--- config.mk ---
export PLATFORM = sky130hd
export DESIGN_NAME = reg_file_sb
export DESIGN_NICKNAME = d
export VERILOG_FILES = /design/src/rtl/regfile_pkg.sv /design/src/rtl/reg_file_word.sv /design/src/rtl/reg_file_sb.sv
export SDC_FILE = /design/constraint.sdc
export NUM_CORES = 2
export LEC_CHECK = 0
export CAP_MARGIN = 25
export CORE_ASPECT_RATIO = 1.2
export CORE_MARGIN = 10
export CORE_UTILIZATION = 30
export CTS_CLUSTER_DIAMETER = 40
export DETAILED_ROUTE_END_ITERATION = 8
export PLACE_DENSITY = 0.4
export RECOVER_POWER = 25
export SYNTH_ARGS = -nofsm -noshare
export SYNTH_HDL_FRONTEND = slang
export SYNTH_SLANG_ARGS = --single-unit
--- constraint.sdc ---
create_clock -name clk -period 9.1 [get_ports clk]
set_clock_uncertainty 0.1 [all_clocks]
set_input_delay 1.82 -clock clk [delete_from_list [all_inputs] [get_ports clk]]
set_output_delay 1.82 -clock clk [all_outputs]
set_load 0.05 [all_outputs]
--- src/rtl/regfile_pkg.sv ---
// Shared constants and helpers for the reg_file_sb register file.
// Holds default geometry, byte-count helper and the zero-register index.
package regfile_pkg;

    localparam int DEF_WIDTH = 32;
    localparam int DEF_DEPTH = 32;
    localparam int ZERO_IDX  = 0;

    function automatic int nbytes(input int w);
        return w / 8;
    endfunction

endpackage

--- src/rtl/reg_file_word.sv ---
// One WIDTH-bit register with synchronous reset and per-byte write enables.
// Ports: clk, rst (sync, active-high), i_be byte enables, i_d data, o_q value.
module reg_file_word
    import regfile_pkg::*;
#(
    parameter int WIDTH = DEF_WIDTH
) (
    input  logic                      clk,
    input  logic                      rst,
    input  logic [nbytes(WIDTH)-1:0]  i_be,
    input  logic [WIDTH-1:0]          i_d,
    output logic [WIDTH-1:0]          o_q
);

    localparam int NB = nbytes(WIDTH);

    logic [WIDTH-1:0] r_q;

    always_ff @(posedge clk) begin
        if (rst) begin
            r_q <= '0;
        end else begin
            for (int k = 0; k < NB; k++) begin
                if (i_be[k]) r_q[8*k +: 8] <= i_d[8*k +: 8];
            end
        end
    end

    assign o_q = r_q;

endmodule

--- src/rtl/reg_file_sb.sv ---
// Register file (2R/1W, byte strobes) with a per-register busy scoreboard.
// Ports: clk, rst, write port (we/waddr/wdata/wstrb), read ports
// (raddrN -> rdataN, busyN), busy set (set_busy/set_addr), busy_cnt.
// Macro REGFILE_BYPASS_EN: forward same-cycle write data onto read ports.
module reg_file_sb
    import regfile_pkg::*;
#(
    parameter int WIDTH    = DEF_WIDTH,
    parameter int DEPTH    = DEF_DEPTH,
    parameter int AW       = $clog2(DEPTH),
    parameter int ZERO_REG = 1
) (
    input  logic                     clk,
    input  logic                     rst,
    input  logic                     we,
    input  logic [AW-1:0]            waddr,
    input  logic [WIDTH-1:0]         wdata,
    input  logic [nbytes(WIDTH)-1:0] wstrb,
    input  logic [AW-1:0]            raddr1,
    input  logic [AW-1:0]            raddr2,
    output logic [WIDTH-1:0]         rdata1,
    output logic [WIDTH-1:0]         rdata2,
    input  logic                     set_busy,
    input  logic [AW-1:0]            set_addr,
    output logic                     busy1,
    output logic                     busy2,
    output logic [AW:0]              busy_cnt
);

    localparam int NB = nbytes(WIDTH);
    localparam logic [AW-1:0] ZADDR = AW'(ZERO_IDX);

    logic [WIDTH-1:0] w_q  [DEPTH];
    logic [NB-1:0]    w_be [DEPTH];
    logic [DEPTH-1:0] r_busy;
    logic [DEPTH-1:0] w_busy_nxt;
    logic [AW:0]      r_cnt;
    logic [AW:0]      w_cnt_nxt;
    logic             w_wr_ok;
    logic             w_set_ok;
    logic [AW-1:0]    w_ra   [2];
    logic [WIDTH-1:0] w_rd   [2];
    logic             w_rb   [2];

    // Writes and busy-sets aimed at a hardwired-zero register are dropped.
    assign w_wr_ok  = we && !((ZERO_REG != 0) && (waddr == ZADDR));
    assign w_set_ok = set_busy && !((ZERO_REG != 0) && (set_addr == ZADDR));

    genvar gi;
    generate
        for (gi = 0; gi < DEPTH; gi++) begin : g_word
            assign w_be[gi] = (w_wr_ok && (waddr == AW'(gi))) ? wstrb : '0;
            reg_file_word #(.WIDTH(WIDTH)) u_word (
                .clk  (clk),
                .rst  (rst),
                .i_be (w_be[gi]),
                .i_d  (wdata),
                .o_q  (w_q[gi])
            );
        end
    endgenerate

    // Clear before set so a same-address set wins.
    always_comb begin
        w_busy_nxt = r_busy;
        if (w_wr_ok)  w_busy_nxt[waddr]    = 1'b0;
        if (w_set_ok) w_busy_nxt[set_addr] = 1'b1;
    end

    always_comb begin
        w_cnt_nxt = '0;
        for (int i = 0; i < DEPTH; i++) begin
            w_cnt_nxt = w_cnt_nxt + (AW+1)'(w_busy_nxt[i]);
        end
    end

    always_ff @(posedge clk) begin
        if (rst) begin
            r_busy <= '0;
            r_cnt  <= '0;
        end else begin
            r_busy <= w_busy_nxt;
            r_cnt  <= w_cnt_nxt;
        end
    end

`ifdef REGFILE_BYPASS_EN
    logic [WIDTH-1:0] w_merged;

    always_comb begin
        w_merged = w_q[waddr];
        for (int k = 0; k < NB; k++) begin
            if (wstrb[k]) w_merged[8*k +: 8] = wdata[8*k +: 8];
        end
    end
`endif

    assign w_ra[0] = raddr1;
    assign w_ra[1] = raddr2;

    generate
        for (gi = 0; gi < 2; gi++) begin : g_rport
            always_comb begin
                w_rd[gi] = w_q[w_ra[gi]];
                w_rb[gi] = r_busy[w_ra[gi]];
`ifdef REGFILE_BYPASS_EN
                if (w_wr_ok && (w_ra[gi] == waddr)) begin
                    w_rd[gi] = w_merged;
                    w_rb[gi] = w_set_ok && (set_addr == waddr);
                end
`endif
                if ((ZERO_REG != 0) && (w_ra[gi] == ZADDR)) begin
                    w_rd[gi] = '0;
                    w_rb[gi] = 1'b0;
                end
            end
        end
    endgenerate

    assign rdata1   = w_rd[0];
    assign rdata2   = w_rd[1];
    assign busy1    = w_rb[0];
    assign busy2    = w_rb[1];
    assign busy_cnt = r_cnt;

endmodule

---- Word-level counts from Yosys, hierarchy flattened ----
Cells that the tools add are included.
W data, S select, Z words.
word-level totals
  bits in read-only memories .............. 0
  memories ................................ 0
  register bits ........................... 1062
  logic and storage cells ................. 299
  bits in writable memories ............... 0
  output and inout port bits .............. 72
  bits in latches ......................... 0
operators by class
  shift-type cells ........................ 0
  magnitude comparators ................... 8
  equal/unequal tests ..................... 31
  add/subtract/negate cells ............... 31
  div/mod/pow operators ................... 0
  reductions and logical operators ........ 42
  multiplexer cells ....................... 52
  bitwise gates (word level) .............. 5
  $mul .................................... 0
operators with widths
  operator              count
  $bmux W32 S5          2
  $mux W32              8
  $add A6 B1 Y6         26
  $mux W4               32
  $eq A5 B5 Y1 const B  16
  $eq A5 B4 Y1 const B  8
  $logic_and A1 B1 Y1   36
  $and A32 B32 Y32      1
  $not A32 Y32          1
  $or A32 B32 Y32       1
  $lt A5 B6 Y1 const B  4
  $eq A5 B3 Y1 const B  4
  $logic_not A5 Y1      4
  $ge A6 B6 Y1 const B  2
  $not A5 Y6            2
  $bmux W1 S5           2
  $demux W1 S5          2
  $eq A5 B2 Y1 const B  2
  $ge A5 B1 Y1 const B  2
  $add A5 B1 Y6         1
  $mux W1               6
  $add A4 B1 Y5         1
  $eq A5 B1 Y1 const B  1
  $add A3 B1 Y4         1
  3 further kinds       4

---- Depth between registers and ports, before layout ----
  depth after elaboration ................. 40
  depth in mapped cells ................... 24
  mapped depth without buffers ............ 22

---- By module ----
From an unflattened synthesis, not the netlist that was laid out.
second synthesis, totals
  cell total of the unflattened synthesis .. 5076
  area total of the unflattened synthesis .. 57257.4 µm²
by module, submodules not included
  module         cells each  area an instance (µm²)  instances
  reg_file_word  103         1141.1                  32
  reg_file_sb    1780        20742.4                 1

---- Least setup slack after synthesis ----
No wires, ideal clock.
  kind .................................... input-to-reg
  start point ............................. input port waddr[2]
  end point ............................... register r_cnt[4], in the netlist busy_cnt[4]
  required time ........................... 8.868 ns
  setup time .............................. 0.132 ns
  stages .................................. 22
  data arrival time ....................... 6.931 ns
  path slack .............................. 1.938 ns
  cell sequence ........................... nor4b_4 buf_6 nand2_1 a32oi_1 fa_1 fa_1 inv_1 fa_1 inv_1 fa_1 inv_1 fa_1 inv_1 fa_1 inv_1 ha_1 inv_1 fa_1 nor2b_1 o21ai_0 a21boi_0 nor3_1
between the ends
  cells in the longest elaborated chain, start to end .. 40
  elaborated cells on any way between the ends .. 44
  classes of those cells .................. add/sub (31); order compare (2); mux (4); bitwise (3); reduce/logical (4)
RTL lines
  what                                                                       line               source
  start, declared                                                            reg_file_sb.sv:16  input logic [AW-1:0] waddr,
  $lt A5 B6 Y1 (not written as such) / $ge A5 B1 Y1 (equally long branches)  reg_file_sb.sv:66  if (w_wr_ok) w_busy_nxt[waddr] = 1'b0;
  $logic_and A1 B1 Y1 (not written as such)                                  reg_file_sb.sv:66
  $mux W1 (not written as such)                                              reg_file_sb.sv:66
  $demux W1 S5                                                               reg_file_sb.sv:66
  $not A32 Y32 (no line)                                                     -
  $and A32 B32 Y32 (no line)                                                 -
  $mux W32 *                                                                 reg_file_sb.sv:66
  $or A32 B32 Y32 (no line)                                                  -
  $mux W32 *                                                                 reg_file_sb.sv:67  if (w_set_ok) w_busy_nxt[set_addr] = 1'b1;
  $add A1 B1 Y2                                                              reg_file_sb.sv:73  w_cnt_nxt = w_cnt_nxt + (AW+1)'(w_busy_nxt[i]);
  $add A2 B1 Y3                                                              reg_file_sb.sv:73
  $add A3 B1 Y4                                                              reg_file_sb.sv:73
  $add A4 B1 Y5                                                              reg_file_sb.sv:73
  $add A5 B1 Y6                                                              reg_file_sb.sv:73
  $add A6 B1 Y6 (25 in a row)                                                reg_file_sb.sv:73
  $add A6 B1 Y6 *                                                            reg_file_sb.sv:73
  end signal, assigned                                                       reg_file_sb.sv:83  r_cnt <= w_cnt_nxt;
  end, declared                                                              reg_file_sb.sv:37  logic [AW:0] r_cnt;
Every way passes the cells marked *; elsewhere a longest branch is shown, timed or not.
A chain may end at the register's enable or synchronous reset.

---- Final worst setup path ----
  start point ............................. input port raddr1[2]
  end point ............................... output port rdata1[1]
between the ends
  cells in the longest elaborated chain, start to end .. 5
  elaborated cells on any way between the ends .. 6
  classes of those cells .................. mux (4); bitwise (1); reduce/logical (1)
RTL lines
  what                                         line                source
  start, declared                              reg_file_sb.sv:19   input logic [AW-1:0] raddr1,
  $not A5 Y6 (not written as such)             reg_file_sb.sv:104  w_rd[gi] = w_q[w_ra[gi]];
  $bmux W32 S5                                 reg_file_sb.sv:104
  $mux W32 (not written as such) (2 in a row)  reg_file_sb.sv:104
  $mux W32 *                                   reg_file_sb.sv:112  if ((ZERO_REG != 0) && (w_ra[gi] == ZADDR)) begin
  end, declared                                reg_file_sb.sv:21   output logic [WIDTH-1:0] rdata1,
Every way passes the cells marked *; elsewhere a longest branch is shown, timed or not. The select of a mux whose other input is x is not followed.

==> impl_metrics.json <==
{
  "status": "finished, violations left",
  "violations": "max-capacitance violations, max-slew violations",
  "slew_headroom_pct": -316,
  "p_sw_share_pct": 26.9,
  "dr.pass1.iters": 7,
  "grt_antenna_before_repair": 15,
  "p_total_uw": 13200,
  "drv_cap": 3,
  "cts_buffers": 188,
  "start_util_pct": 30.2,
  "place.gp.congestion": 0.804,
  "synth_top_flop_cell": "dfxtp_1",
  "via_count": 41541,
  "yosysTopAreaCellShare_pct": 37.5,
  "yosys.area.top_type": "dfxtp_1",
  "wire_per_inst_um": 29.0,
  "max_stage_delay_ns": 1.09,
  "path_class": "in2out",
  "die_h_um": 496,
  "synth-async-reset-ratio_pct": 0,
  "ys_warn_count": 0,
  "syn_avg_cell_area_um2": 11.2,
  "fmax_ghz": 0.128,
  "grt-ovfl-total": 0,
  "power_frac_seq_pct": 35.6,
  "clockBufferDepth": 3,
  "synth_area_leaders": "dfxtp_1 (38%), mux2i_1 (20%), mux4_2 (16%), nor2_1 (6.7%), mux4_1 (2.4%)",
  "cts_sinks": 1062,
  "synth-edff-count": 0,
  "setup.worst_path.start_class": "input pin",
  "finalWirelength_um": 222000,
  "vias_per_cell": 5.43,
  "cellLeakagePower_uw": 0.0305,
  "drive_gt1_share_pct": 21.4,
  "die-area_um2": 207000,
  "finalCritPeriodShare_pct": 85.9,
  "grt_max_degree": 204,
  "fin_tns_setup_ns": 0,
  "num_rows": 174,
  "io_buffers": 131,
  "grt_pass1_wl_um": 319000,
  "slew_violations": 268,
  "worstMarginPinSlew_ns": 6.23,
  "synth_cell_type_count": 51,
  "internal_power_uw": 9640,
  "critPathCaptureType": "primary output",
  "cts_tree": "done",
  "worstPathArrival_ns": 5.90,
  "power_frac_comb_pct": 8.5,
  "p_clk_share_pct": 55.9,
  "holdPathStages": 1,
  "h-tree-depth": 4,
  "met1_usage_pct": 27.5,
  "cp_cell_sequence": "buf_8, buf_4, mux4_2, o2111ai_1, a311oi_1, clkdlybuf4s50_1",
  "clk_pin_slew_worst_paths_ns": 0.05,
  "die_w_um": 417,
  "num_io_pins": 132,
  "drcViolationCount": 0,
  "grtUsageMet3_pct": 2.99,
  "grt_usage_pct": 20.9,
  "grt_pass1_vias": 41678,
  "core_area_um2": 188000,
  "cts_hold_repair.buffers": 0,
  "hp-class": "reg2reg",
  "hpwl_um": 142000,
  "synth_nets": 5134,
  "ys_seq_area_share_pct": 37.5,
  "drt-initial-drc-count": 2991,
  "top_usage_layer": "met2",
  "finalCriticalPeriod_ns": 7.82,
  "slowest_stage": "a311oi_1",
  "num-nets-final": 5105,
  "ir_drop_mv": 0.191,
  "post_cts_buffers": 0,
  "power_density_nw_per_um2": 199,
  "cts_root_buffer": "clkbuf_16",
  "reg2regPathDepth": 20,
  "met2_usage_pct": 35.5,
  "clock_latency_ns": 0.82,
  "hold_violations": 0,
  "rsz0062_at_grt": "no",
  "area_growth_pct": 16.9,
  "postRouteAntennaNets": 0,
  "synth_area_um2": 56600,
  "worstPathMaxFanout": 70,
  "setup_violations": 0,
  "postSynthCellCount": 5043,
  "required_ns": 7.18,
  "switchingPower_uw": 3540,
  "ys_ff_latch": 1062,
  "cts-resized-gates": 0
}
[power by group through the flow]
stage	sequential, µW	clock [µW]	combinational, µW
floorplan	4790	0	678
global placement	4790	0	1130
detailed placement	4790	0	1130
CTS	4690	7540	1130
global route	4690	7720	1170
finish	4690	7370	1120
[worst paths after layout]
kind | endpoint | slack (ns) | from
worst max register to register | busy_cnt[4] | 3.83 | r_busy[21]
worst min-delay path | g_word[0].u_word.o_q[17] | 0.38 | g_word[0].u_word.o_q[17]
worst max-delay path | rdata1[1] | 1.28 | raddr1[2]
worst min register to register | g_word[0].u_word.o_q[17] | 0.38 | g_word[0].u_word.o_q[17]
[layout by cell type (no fill, tap or decap), drive strengths merged, types with 68 or more instances in the layout]
master	Yosys	final
mux4	462	462
nor2	1024	1024
nor2b	128	128
o21ai	117	117
buf	206	137
clkbuf	269	236
nand3	124	124
mux2i	1124	1124
clkdlybuf4s50	0	115
nand2	68	68
dfxtp	1062	1062
a22oi	77	77
[Yosys cell counts, types with 4 or more instances]
cell type and instances:
mux4_1 51, nor2_1 1018, nand3_4 7, buf_2 96, nand2_1 68, buf_8 5
nand3_2 117, a211oi_1 66, mux2_2 66, fa_1 24, buf_12 5, dfxtp_1 1062
nor3_1 4, ha_1 7, nor2b_1 128, a221oi_1 46, and2_1 4, o21ai_0 75
buf_6 61, clkbuf_1 267, buf_1 8, a22oi_1 77, o2111ai_1 17, a22o_1 14
a311oi_1 66, buf_4 31, mux4_2 411, o21ai_1 42, mux2i_1 1124, inv_1 33
nand2b_1 6, nor2_2 6
[final cells by class]
class	instances	area (µm²)
antenna	2	5.00
clock buffer	232	5130
clock inverter	122	1470
fill	18608	121000
inverter	34	133
multi-input combinational	3472	32700
sequential	1062	21300
tap	2464	3080
timing repair buffer	256	2430
[metrics by stage]
step,utilization (%),hold slack (ns),instances,worst slack [ns],instance area [µm²]
after floorplan,-,0.348,5043,1.94,56600
after global placement,31.8,0.364,7286,1.01,59600
after detailed placement,31.8,0.369,7288,1.08,59700
after CTS,35.3,0.381,7642,1.43,66300
after global routing,35.3,0.392,7644,0.824,66200
final,35.3,0.380,7644,1.28,66200
[layer usage]
| layer | part of all wire [%] | up-vias |
|---|---|---|
| met1 | 44 | 21598 |
| li1 | - | 18574 |
| met3 | 4.0 | 342 |
| met5 | 0.034 | - |
| met4 | 2.9 | 12 |
| met2 | 49 | 1015 |
[sequential cells by signal, summed over array words and instances, names as in the netlist]
name	count
busy_cnt	6
g_word.u_word.o_q	1024
r_busy	32
[cells by family (layout without fill, tap and decap cells)]
logic type / Yosys count / count (layout) / share of synthesized area (%)
compound gates: 415 / 415 / 5.35
mux: 1652 / 1652 / 39.9
buf+inv: 509 / 644 / 4.85
flops: 1062 / 1062 / 37.5
other cells: 0 / 2 / 0
fa+ha+maj: 31 / 31 / 1.00
simple gates: 1373 / 1373 / 11.4
xor+xnor: 1 / 1 / 0.0155
[critical path: cells and delay by family]
family	cells	cell delay [ns]
buffers and inverters	3	2.08
multiplexers	1	0.33
AO/OA/AOI/OAI	2	1.42
Power figures use the tool's default switching activity.
